**config.mk**
```make
export PLATFORM = sky130hd
export DESIGN_NAME = blink_period_monitor
export DESIGN_NICKNAME = d
export VERILOG_FILES = /design/src/rtl/blink_mon_pkg.sv /design/src/rtl/blink_period_monitor_sync_edge_detect.sv /design/src/rtl/blink_period_monitor.sv
export SDC_FILE = /design/constraint.sdc
export NUM_CORES = 1
export LEC_CHECK = 0
export ABC_AREA = 1
export ABC_CLOCK_PERIOD_IN_PS = 1700
export BUFFER_PORTS_ARGS = -buffer_cell sky130_fd_sc_hd__clkbuf_2
export CORE_AREA = 2 2 76 78
export DETAILED_ROUTE_END_ITERATION = 8
export DIE_AREA = 0 0 78 80
export PLACE_DENSITY = 0.74
export SYNTH_ARGS = -nofsm -noshare
export SYNTH_HDL_FRONTEND = slang
export SYNTH_SLANG_ARGS = --single-unit
```
**constraint.sdc**
```tcl
create_clock -name clk -period 1.7 [get_ports clk]
set_input_delay 0.085 -clock clk [delete_from_list [all_inputs] [get_ports clk]]
set_output_delay 0.085 -clock clk [all_outputs]
set_load 0.02 [all_outputs]
```
**src/rtl/blink_mon_pkg.sv**
```systemverilog
// blink_mon_pkg: shared types and constants for the blink period monitor.
//   state_t        - measurement FSM state (IDLE, MEASURE)
//   CNT_W_DEFAULT  - default measurement counter / result width
//   FILTER_LEN     - samples that must agree before the filtered level moves
//                    (used only when BLINK_MON_GLITCH_FILTER_EN is defined)
package blink_mon_pkg;

    typedef enum logic [0:0] {
        IDLE    = 1'b0,
        MEASURE = 1'b1
    } state_t;

    localparam int unsigned CNT_W_DEFAULT = 16;
    localparam int unsigned FILTER_LEN    = 3;

endpackage

```
**src/rtl/blink_period_monitor_sync_edge_detect.sv**
```systemverilog
// sync_edge_detect: brings an asynchronous level into the clk domain and
// reports its edges. Reusable by any block sampling an async input.
//
// Optional feature macro: BLINK_MON_GLITCH_FILTER_EN
//   Defined   - a FILTER_LEN-sample agreement filter follows the synchronizer;
//               the level only moves once FILTER_LEN consecutive synced
//               samples agree, so shorter pulses are ignored. Both edges gain
//               the same FILTER_LEN-1 cycles of latency.
//   Undefined - the synchronized signal feeds edge detection directly.
//
// Ports:
//   clk      in   system clock
//   reset_n  in   asynchronous active-low reset
//   async_in in   asynchronous input level
//   level    out  synchronized (optionally filtered) level
//   rise     out  one-cycle pulse on a 0->1 transition of level
//   fall     out  one-cycle pulse on a 1->0 transition of level
module sync_edge_detect
    import blink_mon_pkg::*;
#(
    parameter int unsigned SYNC_STAGES = 2
) (
    input  logic clk,
    input  logic reset_n,
    input  logic async_in,
    output logic level,
    output logic rise,
    output logic fall
);

    logic [SYNC_STAGES-1:0] sync_q;
    logic                   sync;
    logic                   hist;

    assign sync = sync_q[SYNC_STAGES-1];

    always_ff @(posedge clk or negedge reset_n) begin
        if (!reset_n) begin
            sync_q <= '0;
        end else begin
            sync_q <= {sync_q[SYNC_STAGES-2:0], async_in};
        end
    end

`ifdef BLINK_MON_GLITCH_FILTER_EN
    // The current synced sample plus the previous FILTER_LEN-1 samples form
    // the agreement window. The filtered level is combinational from that
    // window and otherwise holds its last value, which is exactly hist.
    logic [FILTER_LEN-2:0] samp_q;
    logic                  all_one;
    logic                  all_zero;

    always_ff @(posedge clk or negedge reset_n) begin
        if (!reset_n) begin
            samp_q <= '0;
        end else begin
            samp_q <= {samp_q[FILTER_LEN-3:0], sync};
        end
    end

    assign all_one  = &{samp_q, sync};
    assign all_zero = ~|{samp_q, sync};

    always_comb begin
        level = hist;
        if (all_one) begin
            level = 1'b1;
        end else if (all_zero) begin
            level = 1'b0;
        end
    end
`else
    always_comb begin
        level = sync;
    end
`endif

    always_ff @(posedge clk or negedge reset_n) begin
        if (!reset_n) begin
            hist <= 1'b0;
        end else begin
            hist <= level;
        end
    end

    assign rise = level & ~hist;
    assign fall = ~level & hist;

endmodule

```
**src/rtl/blink_period_monitor.sv**
```systemverilog
// blink_period_monitor: measures the period and high time (in clk cycles) of
// an asynchronous square wave and presents each completed measurement on a
// valid/ready port. The first rise after reset or timeout only arms the
// counter; measurements start at the second rise.
//
// Optional feature macro: BLINK_MON_GLITCH_FILTER_EN (see sync_edge_detect).
//
// Ports:
//   clk         in   system clock
//   reset_n     in   asynchronous active-low reset
//   blink_in    in   asynchronous square wave being measured
//   meas_ready  in   consumer accepts the measurement this cycle
//   meas_valid  out  measurement registers hold unconsumed data
//   meas_period out  cycles between the last two rising edges
//   meas_high   out  cycles from that rising edge to the following fall
//   locked      out  a measurement has completed since reset / timeout
//   timeout     out  one-cycle pulse when the counter saturates
//   overrun     out  sticky: a measurement was dropped (output still full)
module blink_period_monitor
    import blink_mon_pkg::*;
#(
    parameter int unsigned CNT_W       = CNT_W_DEFAULT,
    parameter int unsigned SYNC_STAGES = 2
) (
    input  logic             clk,
    input  logic             reset_n,
    input  logic             blink_in,
    input  logic             meas_ready,
    output logic             meas_valid,
    output logic [CNT_W-1:0] meas_period,
    output logic [CNT_W-1:0] meas_high,
    output logic             locked,
    output logic             timeout,
    output logic             overrun
);

    state_t           state;
    logic [CNT_W-1:0] cnt;
    logic [CNT_W-1:0] high_cap;
    logic             level_unused;
    logic             rise;
    logic             fall;
    logic             capture;
    logic             xfer;
    logic             drop;
    logic             load;

    sync_edge_detect #(
        .SYNC_STAGES (SYNC_STAGES)
    ) u_sync_edge_detect (
        .clk      (clk),
        .reset_n  (reset_n),
        .async_in (blink_in),
        .level    (level_unused),
        .rise     (rise),
        .fall     (fall)
    );

    always_comb begin
        capture = (state == MEASURE) && rise;
        xfer    = meas_valid && meas_ready;
        drop    = capture && meas_valid && !meas_ready;
        load    = capture && !drop;
    end

    always_ff @(posedge clk or negedge reset_n) begin
        if (!reset_n) begin
            state       <= IDLE;
            cnt         <= '0;
            high_cap    <= '0;
            meas_valid  <= 1'b0;
            meas_period <= '0;
            meas_high   <= '0;
            locked      <= 1'b0;
            timeout     <= 1'b0;
            overrun     <= 1'b0;
        end else begin
            timeout <= 1'b0;

            unique case (state)
                IDLE: begin
                    cnt <= '0;
                    if (rise) begin
                        cnt   <= CNT_W'(1);
                        state <= MEASURE;
                    end
                end
                MEASURE: begin
                    if (fall) begin
                        high_cap <= cnt;
                    end
                    // A rise on the saturating cycle still counts as a
                    // measurement; saturation only times out without one.
                    if (rise) begin
                        cnt    <= CNT_W'(1);
                        locked <= 1'b1;
                    end else if (&cnt) begin
                        cnt     <= '0;
                        timeout <= 1'b1;
                        locked  <= 1'b0;
                        state   <= IDLE;
                    end else begin
                        cnt <= cnt + 1'b1;
                    end
                end
                default: state <= IDLE;
            endcase

            if (load) begin
                meas_period <= cnt;
                meas_high   <= high_cap;
                meas_valid  <= 1'b1;
            end else if (xfer) begin
                meas_valid <= 1'b0;
            end

            if (drop) begin
                overrun <= 1'b1;
            end else if (xfer) begin
                overrun <= 1'b0;
            end
        end
    end

endmodule

```
* Yosys cells after proc, flatten, opt, wreduce, memory -nomap -nowiden
Index checks and enable logic that the tools add are counted. W data, S select, Z words.
Operators by class: bitwise gates (word level) 5, add/sub/neg operators 1, muxes and demuxes 16, reduce and logical (&&, ||, !) cells 13
Operator list (count):
- $mux W16 | 2
- $pmux W16 S2 | 1
- $add A16 B1 Y16 const B | 1
- $reduce_and A16 Y1 | 1
- $mux W1 | 12
- $reduce_bool A2 Y1 | 3
- $logic_and A1 B1 Y1 | 5
- $reduce_and A2 Y1 | 2
- $not A1 Y1 | 3
- $and A1 B1 Y1 | 2
- $logic_not A1 Y1 | 2
- $pmux W1 S2 | 1
Word-level totals: output and inout bits 36, register bits after elaboration 72

* Depth between registers and ports, before layout
depth after elaboration 8, depth in mapped cells 9, depth with buffers taken out 8

* Hierarchy
From an unflattened synthesis, not the netlist that was laid out.
Second synthesis, totals: cells, all modules 298, area, all modules 3017.9 um^2
Modules (own cells, without submodules):
- blink_period_monitor | instances 1, area each 2927.8 um^2, sequential area each 1726.7 um^2, cells each 291
- sync_edge_detect | instances 1, area each 90.1 um^2, sequential area each 75.1 um^2, cells each 7

* Least setup slack after synthesis
OpenSTA, ideal clock, no wires.
path kind register to register, start register cnt[1], end register cnt[10], arrival 1228 ps, path buffers 0, cell stages (with the launch flop) 9, required time 1582 ps, setup time 118 ps, clock period less this slack 1346 ps, path slack 354 ps, cells stage by stage dfrtp_1 ha_1 nand2_1 nor2_1 nand2_2 nor2_4 nand2_1 nand2_4 nor2_1
On the way: longest elaborated chain between the ends 4, elaborated cells between the ends (all ways) 5, classes of those cells 1 x add/sub; 3 x mux; 1 x reduce/logical
RTL lines:
- from (decl) | line blink_period_monitor.sv:38 | logic [CNT_W-1:0] cnt;
- from (signal assigned) | line blink_period_monitor.sv:103 | cnt <= cnt + 1'b1;
- $add A16 B1 Y16 / $reduce_and A16 Y1 (equally long branches) | line blink_period_monitor.sv:103, blink_period_monitor.sv:97
- $mux W16 (*) | line blink_period_monitor.sv:97 | end else if (&cnt) begin
- $mux W16 (*) | line blink_period_monitor.sv:94 | if (rise) begin
- $pmux W16 S2 (*) | line blink_period_monitor.sv:80 | unique case (state)
Mark *: on every way between the ends. The rest lies on a longest branch, timed or not. A chain may end at the register's enable or synchronous reset.

* Final worst setup path
start register cnt[1], end register cnt[11]
Same word-level chain as after synthesis.

==> flow_summary_export.csv <==
group,metric,value,unit
logic_synthesis,yosysUniqueCellTypes,25,
placed_design,pre_cts_ws,0.156,ns
clock_tree,cts_tree,"yes",
timing,report.final.slew_viol_count,0,
cells_and_area,diodes,0,
placed_design,portBuffers,39,
critical_path,endpoint,"cnt[11]",
placed_design,hpwl,4.03,mm
route,first_iter_violations,233,
timing,setup-tns-final,0,ns
timing,setup_ws,0.163,ns
critical_path,reg2reg_to,"cnt[11]",
critical_path,startpoint,"cnt[1]",
timing,fmax,0.651,GHz
route,firstDrtPassIters,4,
logic_synthesis,synth-edff-count,0,
floorplanning,die_area,6240,µm²
floorplanning,die_w,78,µm
timing,clock-skew-final,0.00929,ns
route,drc_errors,0,
flow_run,drv_cap,0,
timing,rsz0062_at_grt,"no",
critical_path,r2r_slack,0.16,ns
clock_tree,clockBufferDepth,2,
timing,maxSlewHeadroom,69.6,%
timing,worst_slew_pin_slew,0.456,ns
cells_and_area,nets,379,
critical_path,reg2regPathDepth,8,
floorplanning,die_y,80,µm
clock_tree,clock_latency,0.35,ns
logic_synthesis,ys_ff_latch,72,
power,powerDensity,1150,nW/µm²
clock_tree,path_clk_slew,0.07,ns
floorplanning,fp.coreArea,5410,µm²
global_routing,grtUsageTotal,20.9,%
logic_synthesis,synth-seq-area-share,60.9,%
route,drt_wl_total,5.78,mm
global_routing,antenna_found_initial,0,
global_routing,grt_pass1_wl,9.90,mm
route,drt-wirelength-per-cell,12.8,µm
route,viasPerCell,4.90,
power,p_sw_share,26.8,%
clock_tree,clockRootBuffer,"clkbuf_8",
global_routing,overflow,0,
critical_path,start_kind,"flip-flop",
power,p_seq_share,49.3,%
cells_and_area,syn2layout_area_growth,17.7,%
placed_design,place_congestion,0.905,
cells_and_area,fin_cells,450,
cells_and_area,final_common_cell,"nand2_1",
floorplanning,ioPinCount,40,
global_routing,first_global_vias,2034,
clock_tree,clkSinkCount,72,
power,power_frac_comb,13.4,%
critical_path,cp.required,1.98,ns
power,p_int,2940,µW
floorplanning,initial_core_util,54.7,%
logic_synthesis,synth.avg_cell_area,9.04,µm²
logic_synthesis,synthArstFlopShare,100,%
clock_tree,cts-htree-levels,3,
logic_synthesis,netlist_area,2960,µm²
placed_design,dp.cells,432,
floorplanning,rows,27,
logic_synthesis,syn_inst,327,
route,ant_nets,0,
route,routed-via-count,2203,
critical_path,arrival,1.82,ns
min_path,holdCritPathClass,"in -> async",
critical_path,timing.rr.start,"cnt[1]",
timing,whs,0.284,ns
power,vdd_ir_drop_max,0.838,mV
timing,setup_viol,0,
cells_and_area,fill_cells,455,
power,power.switching,1080,µW
critical_path,cp-end-kind,"flip-flop",
logic_synthesis,ys_warn_count,0,
critical_path,crit_type,"reg -> reg",
cells_and_area,final_cell_mix,"nand2_1 (103), dfrtp_1 (72), clkbuf_2 (38)",
timing,finalCritPeriodShare,90.4,%
critical_path,critPathMaxFanout,7,
run_status,status,"complete, no violations",
logic_synthesis,syn-num-nets,332,
timing,hold_viol,0,
cells_and_area,utilization,64.4,%
power,clkPwrFrac,37.2,%
clock_tree,cts_buffers,9,
logic_synthesis,ys.flop_type,"dfrtp_1",
cells_and_area,drive_gt1_share,17.7,%
timing,fin_crit,1.54,ns
power,p_leak,0.00178,µW
global_routing,grt_max_degree,73,
[worst min-delay path by stage]
stage,to,depth (start not counted)
final,meas_high[5],3
after global routing,meas_high[8],3
after CTS,meas_high[5],3
after detailed placement,meas_high[5],2
after global placement,meas_high[8],2
after floorplan,cnt[0],0
[sequential cells by signal (all words and copies together) (netlist names)]
signal,flops
meas_period,16
meas_valid,1
timeout,1
u_sync_edge_detect.hist,1
cnt,16
u_sync_edge_detect.sync_q,2
high_cap,16
overrun,1
meas_high,16
locked,1
state,1
[area by class of cell]
type,instances,area (µm²),area share (%)
clock buffer,12,155,4.46
clock inverter,3,65.1,1.87
inverter,28,105,3.02
multi-input combinational,217,995,28.6
sequential,72,1800,51.8
tap,72,90.1,2.59
timing repair buffer,46,268,7.70
[worst max-delay path: stages, from the launching register on]
cell and delay, ns:
dfrtp_1 0.41, ha_1 0.23, nand2_1 0.11, nor2_2 0.05
nand2_2 0.16, nor2_1 0.08, nor2_1 0.24, nand2_1 0.10
nor2_1 0.10
[synth_stat cells, types with 2 or more instances]
cell type	n	area [µm²]
buf_2	3	15.0
buf_6	2	22.5
clkbuf_1	4	15.0
dfrtp_1	72	1800
inv_1	26	97.6
inv_2	2	7.51
nand2_1	103	387
nand2_4	2	22.5
nand3_1	24	120
nand4_1	2	12.5
nor2_1	32	120
o21ai_0	29	145
o21ai_1	10	50.1
xor2_1	5	43.8
[kinds of logic after synthesis]
family,Yosys count,synth area share (%)
and+or+nand+nor,168,24.1
DFF,72,60.9
AOI/OAI and AO/OA,42,7.28
buffers and inverters,38,5.50
xor gates and xnor gates,6,1.78
adders and majority gates,1,0.423
[power by group through the flow]
stage	clock [µW]	sequential (µW)	combinational, µW
after floorplan	0	2100	240
after global placement	0	2000	528
after detailed placement	0	2010	542
after CTS	1520	1980	550
after global routing	1590	2000	607
final	1500	1980	539
[what timing repair did]
action / in CTS / in global routing
setup endpoints to repair: 0 / 4
hold endpoints to repair: 74 / 0
resized for setup: 0 / 1
hold buffers: 3 / 0
setup buffers: 0 / 0
[layer usage]
layer | vias to the layer above | track usage [%] | part of all wire (%)
met4 | 0 | 11.1 | 2.1
met3 | 13 | 3.85 | 4.2
met5 | - | 0 | 0
met2 | 48 | 30.3 | 46
li1 | 1121 | - | -
met1 | 1021 | 30.0 | 47
[stage by stage]
| stage | power [µW] | instance area [µm²] |
|---|---|---|
| floorplan | 2340 | 2960 |
| global placement | 2530 | 3230 |
| detailed placement | 2550 | 3230 |
| CTS | 4050 | 3480 |
| global route | 4210 | 3480 |
| finish | 4020 | 3480 |
No activity file was read; power rests on OpenSTA's default activity.
